[config.mk]
export PLATFORM = sky130hd
export DESIGN_NAME = vga_scan_timing
export DESIGN_NICKNAME = d
export VERILOG_FILES = /design/src/rtl/vga_scan_timing.sv
export SDC_FILE = /design/constraint.sdc
export NUM_CORES = 1
export LEC_CHECK = 0
export ABC_AREA = 1
export CAP_MARGIN = 20
export CORE_AREA = 3 3 194 196
export CTS_CLUSTER_DIAMETER = 120
export DETAILED_ROUTE_END_ITERATION = 16
export DIE_AREA = 0 0 197 199
export SLEW_MARGIN = 25
export SYNTH_ARGS = -nofsm -noshare
export SYNTH_HDL_FRONTEND = slang
export SYNTH_SLANG_ARGS = --single-unit
[constraint.sdc]
create_clock -name clk -period 3.3 [get_ports clk]
set_clock_uncertainty 0.2 [all_clocks]
set_input_delay 0.66 -clock clk [delete_from_list [all_inputs] [get_ports clk]]
set_output_delay 0.66 -clock clk [all_outputs]
set_load 0.05 [all_outputs]
[src/rtl/vga_scan_timing.sv]
// Purpose: 640x480 VGA raster timing generator with registered colour/sync output stage.
// Latency: one pix_en tick from (x,y) to the matching r/g/b/hs/vs; frame_start is a one-clk pulse.
// Backpressure: none; the raster free-runs, advancing only on clk edges where pix_en=1.
//
// Ports:
//   clk, rst          : clock, synchronous active-high reset
//   pix_en            : pixel tick enabling all raster state
//   x, y              : current horizontal/vertical count fed to the renderer
//   r_in/g_in/b_in    : renderer colour for the current (x,y)
//   r/g/b, hs, vs     : registered colour and active-low syncs toward the DAC
//   vblank            : y within vertical blanking (combinational)
//   frame_start       : one-clk pulse when the raster wraps to (0,0)
//   snap_in/snap_out  : debug state; latched at vblank entry when VGA_SNAPSHOT_EN
//                       is defined, otherwise passed straight through
module vga_scan_timing #(
  parameter int H_VIS  = 640,
  parameter int H_FP   = 16,
  parameter int H_SYNC = 96,
  parameter int H_BP   = 48,
  parameter int V_VIS  = 480,
  parameter int V_FP   = 10,
  parameter int V_SYNC = 2,
  parameter int V_BP   = 33,
  parameter int SNAP_W = 224
) (
  input  logic              clk,
  input  logic              rst,
  input  logic              pix_en,
  output logic [10:0]       x,
  output logic [10:0]       y,
  input  logic [2:0]        r_in,
  input  logic [2:0]        g_in,
  input  logic [2:0]        b_in,
  output logic [2:0]        r,
  output logic [2:0]        g,
  output logic [2:0]        b,
  output logic              hs,
  output logic              vs,
  output logic              vblank,
  output logic              frame_start,
  input  logic [SNAP_W-1:0] snap_in,
  output logic [SNAP_W-1:0] snap_out
);

  localparam int H_TOT = H_VIS + H_FP + H_SYNC + H_BP;
  localparam int V_TOT = V_VIS + V_FP + V_SYNC + V_BP;

  localparam logic [10:0] H_LAST     = 11'(H_TOT - 1);
  localparam logic [10:0] V_LAST     = 11'(V_TOT - 1);
  localparam logic [10:0] H_VIS_C    = 11'(H_VIS);
  localparam logic [10:0] V_VIS_C    = 11'(V_VIS);
  localparam logic [10:0] V_VIS_LAST = 11'(V_VIS - 1);
  localparam logic [10:0] HS_FIRST   = 11'(H_VIS + H_FP);
  localparam logic [10:0] HS_LAST    = 11'(H_VIS + H_FP + H_SYNC - 1);
  localparam logic [10:0] VS_FIRST   = 11'(V_VIS + V_FP);
  localparam logic [10:0] VS_LAST    = 11'(V_VIS + V_FP + V_SYNC - 1);

  logic [10:0] r_hc;
  logic [10:0] r_vc;
  logic [2:0]  r_r;
  logic [2:0]  r_g;
  logic [2:0]  r_b;
  logic        r_hs;
  logic        r_vs;
  logic        r_fs;

  logic w_h_last;
  logic w_v_last;
  logic w_visible;
  logic w_hs_act;
  logic w_vs_act;
  logic w_vblank_entry;

  always_comb begin
    w_h_last       = (r_hc == H_LAST);
    w_v_last       = (r_vc == V_LAST);
    w_visible      = (r_hc < H_VIS_C) && (r_vc < V_VIS_C);
    w_hs_act       = (r_hc >= HS_FIRST) && (r_hc <= HS_LAST);
    w_vs_act       = (r_vc >= VS_FIRST) && (r_vc <= VS_LAST);
    // Last pixel of the last visible line: the next tick enters vblank.
    w_vblank_entry = w_h_last && (r_vc == V_VIS_LAST);
  end

  always_ff @(posedge clk) begin
    if (rst) begin
      r_hc <= '0;
      r_vc <= '0;
      r_r  <= '0;
      r_g  <= '0;
      r_b  <= '0;
      r_hs <= 1'b1;
      r_vs <= 1'b1;
      r_fs <= 1'b0;
    end else begin
      // Pulse is clk-wide regardless of pix_en rate.
      r_fs <= 1'b0;
      if (pix_en) begin
        if (w_h_last) begin
          r_hc <= '0;
          r_vc <= w_v_last ? 11'd0 : r_vc + 11'd1;
        end else begin
          r_hc <= r_hc + 11'd1;
        end
        // Colour and sync share this stage so they stay aligned.
        r_r  <= w_visible ? r_in : 3'd0;
        r_g  <= w_visible ? g_in : 3'd0;
        r_b  <= w_visible ? b_in : 3'd0;
        r_hs <= ~w_hs_act;
        r_vs <= ~w_vs_act;
        r_fs <= w_h_last && w_v_last;
      end
    end
  end

`ifdef VGA_SNAPSHOT_EN
  logic [SNAP_W-1:0] r_snap;

  // Latch once per frame at vblank entry so renderer values never tear.
  always_ff @(posedge clk) begin
    if (rst) begin
      r_snap <= '0;
    end else if (pix_en && w_vblank_entry) begin
      r_snap <= snap_in;
    end
  end

  assign snap_out = r_snap;
`else
  logic w_unused_entry;
  assign w_unused_entry = w_vblank_entry;
  assign snap_out       = snap_in;
`endif

  assign x           = r_hc;
  assign y           = r_vc;
  assign r           = r_r;
  assign g           = r_g;
  assign b           = r_b;
  assign hs          = r_hs;
  assign vs          = r_vs;
  assign vblank      = (r_vc >= V_VIS_C);
  assign frame_start = r_fs;

endmodule

=== Yosys cells after proc, flatten, opt, wreduce, memory -nomap -nowiden ===
Index checks and enable logic that the tools add are counted.

* Flip-flop bits (word level): 34
* Input bits: 236
* Output and inout port bits: 259
* Logic and storage cells: 33

* Add/sub/neg operators: 2
* Order comparisons: 7
* Equal/unequal tests: 2
* Muxes and demuxes: 5
* Bitwise gates (word level): 3
* Reductions and logical operators: 6

{| class="wikitable"
|+ Operator list
! cell !! count
|-
| $add 11x1->11 const B || 2
|-
| $eq 11x10->1 const B || 2
|-
| $ge 11x9->1 const B || 2
|-
| $mux 11 || 2
|-
| $ge 11x10->1 const B || 1
|-
| $le 11x10->1 const B || 1
|-
| $le 11x9->1 const B || 1
|-
| $lt 11x10->1 const B || 1
|-
| $lt 11x9->1 const B || 1
|-
| $mux 3 || 3
|-
| $logic_and 1x1->1 || 4
|-
| $not 1->1 || 3
|-
| $reduce_and 2->1 || 1
|-
| $reduce_or 2->1 || 1
|}

=== Longest topological paths before layout ===
* Word-level depth: 3
* Gate-level depth with buffers: 9
* Gate-level depth less buffers: 9

=== Least setup slack after synthesis ===
Ideal clock, no wire load.

* Kind: reg2out
* Start point: reg r_vc[5] (netlist: y[5])
* End point: out vblank
* Data arrival time: 1.458 ns
* Data required time: 2.440 ns
* Setup slack: 0.982 ns
* Stages on the path, launching flop included: 5
* Path buffers: 0
* Cells stage by stage: dfxtp_1 nand2_1 nor2_1 nor3_1 inv_1

* Word-level cells in the longest chain between the ends: 1

{| class="wikitable"
|+ Ends and longest elaborated chain
! item !! line !! RTL
|-
| start: declaration || 59 || <nowiki>logic [10:0] r_vc;</nowiki>
|-
| start signal: assignment || 100 || <nowiki>r_vc <= w_v_last ? 11'd0 : r_vc + 11'd1;</nowiki>
|-
| $ge 11x9->1 || 141 || <nowiki>assign vblank = (r_vc >= V_VIS_C);</nowiki>
|-
| end: declaration || 39 || <nowiki>output logic vblank,</nowiki>
|}

No other way between the ends.

=== Worst setup path after layout ===
Ends and elaborated chain as after synthesis.

==> impl_results.md <==
* Critical Path Fanout Max at 8
* Leak Pwr at 0.882 nW
* I/O Pins at about 500
* RSZ-0062 raised after global routing: no
* Clk slew on worst S/H paths at around 60 ps
* Post-route antenna net violation count at 0
* Post-Syn Area per Cell at between 7 and 8 um^2
* Status: finished clean
* Area delta synth->final at -12.7%
* Peak Freq at 339 MHz
* Worst slew margin at between 50% and 60%
* Adder-cell share of the synthesized area at roughly 1.5%
* CP cell instances: nand2_1 -> nor2_1 -> nor3_1 -> inv_1 -> clkdlybuf4s50_1
* Reg2reg setup slack at ~1300 ps
* Crit-path slowest cell: clkdlybuf4s50_1
* Mapped Nets at between 700 and 800
* Global route total overflow at 0
* Core area at 0.0363 mm^2
* CP Capture Type: output pin
* Vias in the first global route at approximately 2,200
* Setup TNS at 0 ps
* Synth area leader: buf_4
* Share of flip-flops with an asynchronous set or reset at 0%
* Final period utilization at 89.4%
* DRC violations left at 0
* Yosys reg bits at 34
* I/O Buffers at 46
* Total Wirelength at about 12 mm
* Post-synthesis simple-gate area fraction at roughly 18%
* Post-CTS Setup Bufs at 0
* Crit path launch type: register
* Power per cell area at 394 mW/mm^2
* Post-synthesis cell count at about 480
* Area after DPL at around 0.0028 mm^2
* Largest net degree at the start of global routing at 19
* Layout Cell Area excl Fill at roughly 0.003 mm^2
* Endpoints failing setup at 0
* Via count at ~2,200
* First-pass GRT wire length at 16.5 mm
* Synth area leaders: buf_4, dfxtp_1, nand2_1
* H-tree depth at 2
* Root Buffer: clkbuf_16
* Share of cells above drive strength 1 at approximately 7.8%
* Sequential-to-total area share from yosys stat at about a fifth
* Fin nets at about 550
* Post-cts resize count at 0
* Post-synth top area share at between 40% and 50%
* # rows at 70
* Hold depth at 2
* Die area at 0.0392 mm^2
* Slew Viols, Final at 0
* Critical path class: reg -> out
* Worst EP arrival at ~2100 ps
* Diode count at 0
* Die H at about 200 um
* Max stage delay on crit path at roughly 840 ps
* Top-count cell post-synth: buf_4
* XOR/XNOR Fraction of Synth Area at less than 1%
* Number of DRC markers in iteration 0 at 60
* Worst Max-Slew Pin Slew at between 700 and 800 ps
* Maximum VDD drop at 441 uV
* Worst hold path type: reg -> reg
* Via-per-instance ratio at roughly 2.9
* Synthesis warning total at 0
* Worst r2r src: x[0]$_SDFFE_PP0P_
* Complex-gate fraction of the synthesized area at just over 7%
* Clock sink count at 34
* Initial antenna violation count at 0
* Post-CTS Hold Buffers at 0
* Reg2Reg Capture Point: y[7]$_SDFFE_PP0P_
* Max cap viols at 0
* Mapped Area at between 0.003 and 0.004 mm^2
* WL/cell at 16.0 um
* Largest buffer count on any clock path at 2
* Die X at about 200 um
* Crit path max-delay family: buffers and inverters
* TritonCTS clock tree: built
* Number of buffers created by CTS at 5
* Hold_sp: vs$_SDFFE_PP1P_
* Most frequent cells after synthesis: buf_4, nand2_1, dfxtp_1
* Post-synth EDFFs at 0
* Latest clock arrival within the worst-skew pair at 280 ps
* Largest family of logic cells by synthesized area: buffers and inverters
* Final Critical Period at 2950 ps
* Global Route Usage Sum at under 10%
* Router iterations before antenna repair at 4
* Crit path buf inv count at 2
* Routability Congestion at between 0.8 and 0.9
* Top FF cell, synth: dfxtp_1
* Mux share of post-synthesis cell area at 0%
* Post-DP HPWL at 10.2 mm
* Worst Hold End: vs$_SDFFE_PP1P_
* Synth unique cells at 27
* Final Hold Viols at 0
* Worst reg2reg path depth at 7
* WP data required at roughly 2400 ps
* Initial core utilization at 9.39%
[where the power goes]
| part | total [mW] | leakage (nW) | internal [mW] | switching (mW) |
|---|---|---|---|---|
| combinational | 0.110 | 0.511 | 0.0404 | 0.0693 |
| sequential | 0.429 | 0.277 | 0.422 | 0.00735 |
| clock | 0.634 | 0.0940 | 0.434 | 0.199 |
| total | 1.17 | 0.882 | 0.897 | 0.276 |
[tightest hold or removal path, stage by stage, from the launching register on]
cell     delay [ps]
dfxtp_1         340
a21oi_1          60
o21ai_0          60
[through the flow]
stage	power, mW	hold slack (ps)	utilization, %	cells	worst slack (ps)
2_1_floorplan	1.23	513	-	478	982
3_3_place_gp	0.548	275	7.66	767	663
3_5_place_dp	0.550	288	7.66	767	630
4_1_cts	1.20	306	8.20	775	316
5_1_grt	1.22	332	8.20	775	157
6_report	1.17	296	8.20	775	349
[layer usage]
layer | share of wire, % | up-vias | GRT usage, %
li1 | - | 948 | -
met1 | 27 | 910 | 4.74
met2 | 44 | 221 | 8.98
met3 | 18 | 130 | 4.27
met4 | 11 | 0 | 7.02
met5 | 0 | - | 0
[worst max path at each step]
stage | startpoint | to | slack [ps] | cells past startpoint
after global placement | y[5]$_SDFFE_PP0P_ | vblank | 660 | 5
after CTS | y[5]$_SDFFE_PP0P_ | vblank | 320 | 5
after global routing | y[5]$_SDFFE_PP0P_ | vblank | 160 | 5
after detailed placement | y[5]$_SDFFE_PP0P_ | vblank | 630 | 5
final | y[5]$_SDFFE_PP0P_ | vblank | 350 | 5
after floorplan | y[5]$_SDFFE_PP0P_ | vblank | 980 | 4
[placed cells by master, fill, tap and decap left out]
cell and instances:
nor2_2 4, clkinv_4 1, clkbuf_16 5, dfxtp_1 34, nor3_2 1, o21ai_1 1, a21oi_1 27, clkdlybuf4s50_1 46
nor2_1 29, o211ai_1 2, ha_1 4, nand2_2 1, nor2_4 1, o21ai_0 17, nor3b_1 3, nor3_1 5
nand2_1 62, nand3b_1 1, nor3b_2 1, clkinv_2 1, bufinv_16 2, or2_2 1, xor2_1 1, nand3_1 21
nand3_2 1, o21bai_1 1, inv_2 2, inv_1 22, buf_4 3, nand4_1 7
[logic make-up (layout without fill, tap and decap cells)]
logic type | after synthesis | after routing
AO/OA/AOI/OAI | 48 | 48
XOR/XNOR | 1 | 1
flip-flops | 34 | 34
AND/OR/NAND/NOR | 138 | 138
adder cells (fa/ha/maj) | 4 | 4
buffers and inverters | 253 | 82
[flip-flops by register name, summed over array words and instances, names as in the netlist]
register,count
g,3
hs,1
x,11
y,11
frame_start,1
vs,1
b,3
r,3
[final cells by class]
cell class / count / area (um^2)
fillers: 4318 / 33300
multi-input cells: 191 / 933
flip-flops and latches: 34 / 681
well taps: 468 / 586
repair buffers: 49 / 483
clock buffers: 5 / 125
inverters: 25 / 95.1
clock inverters: 3 / 68.8
Power figures use the tool's default switching activity.
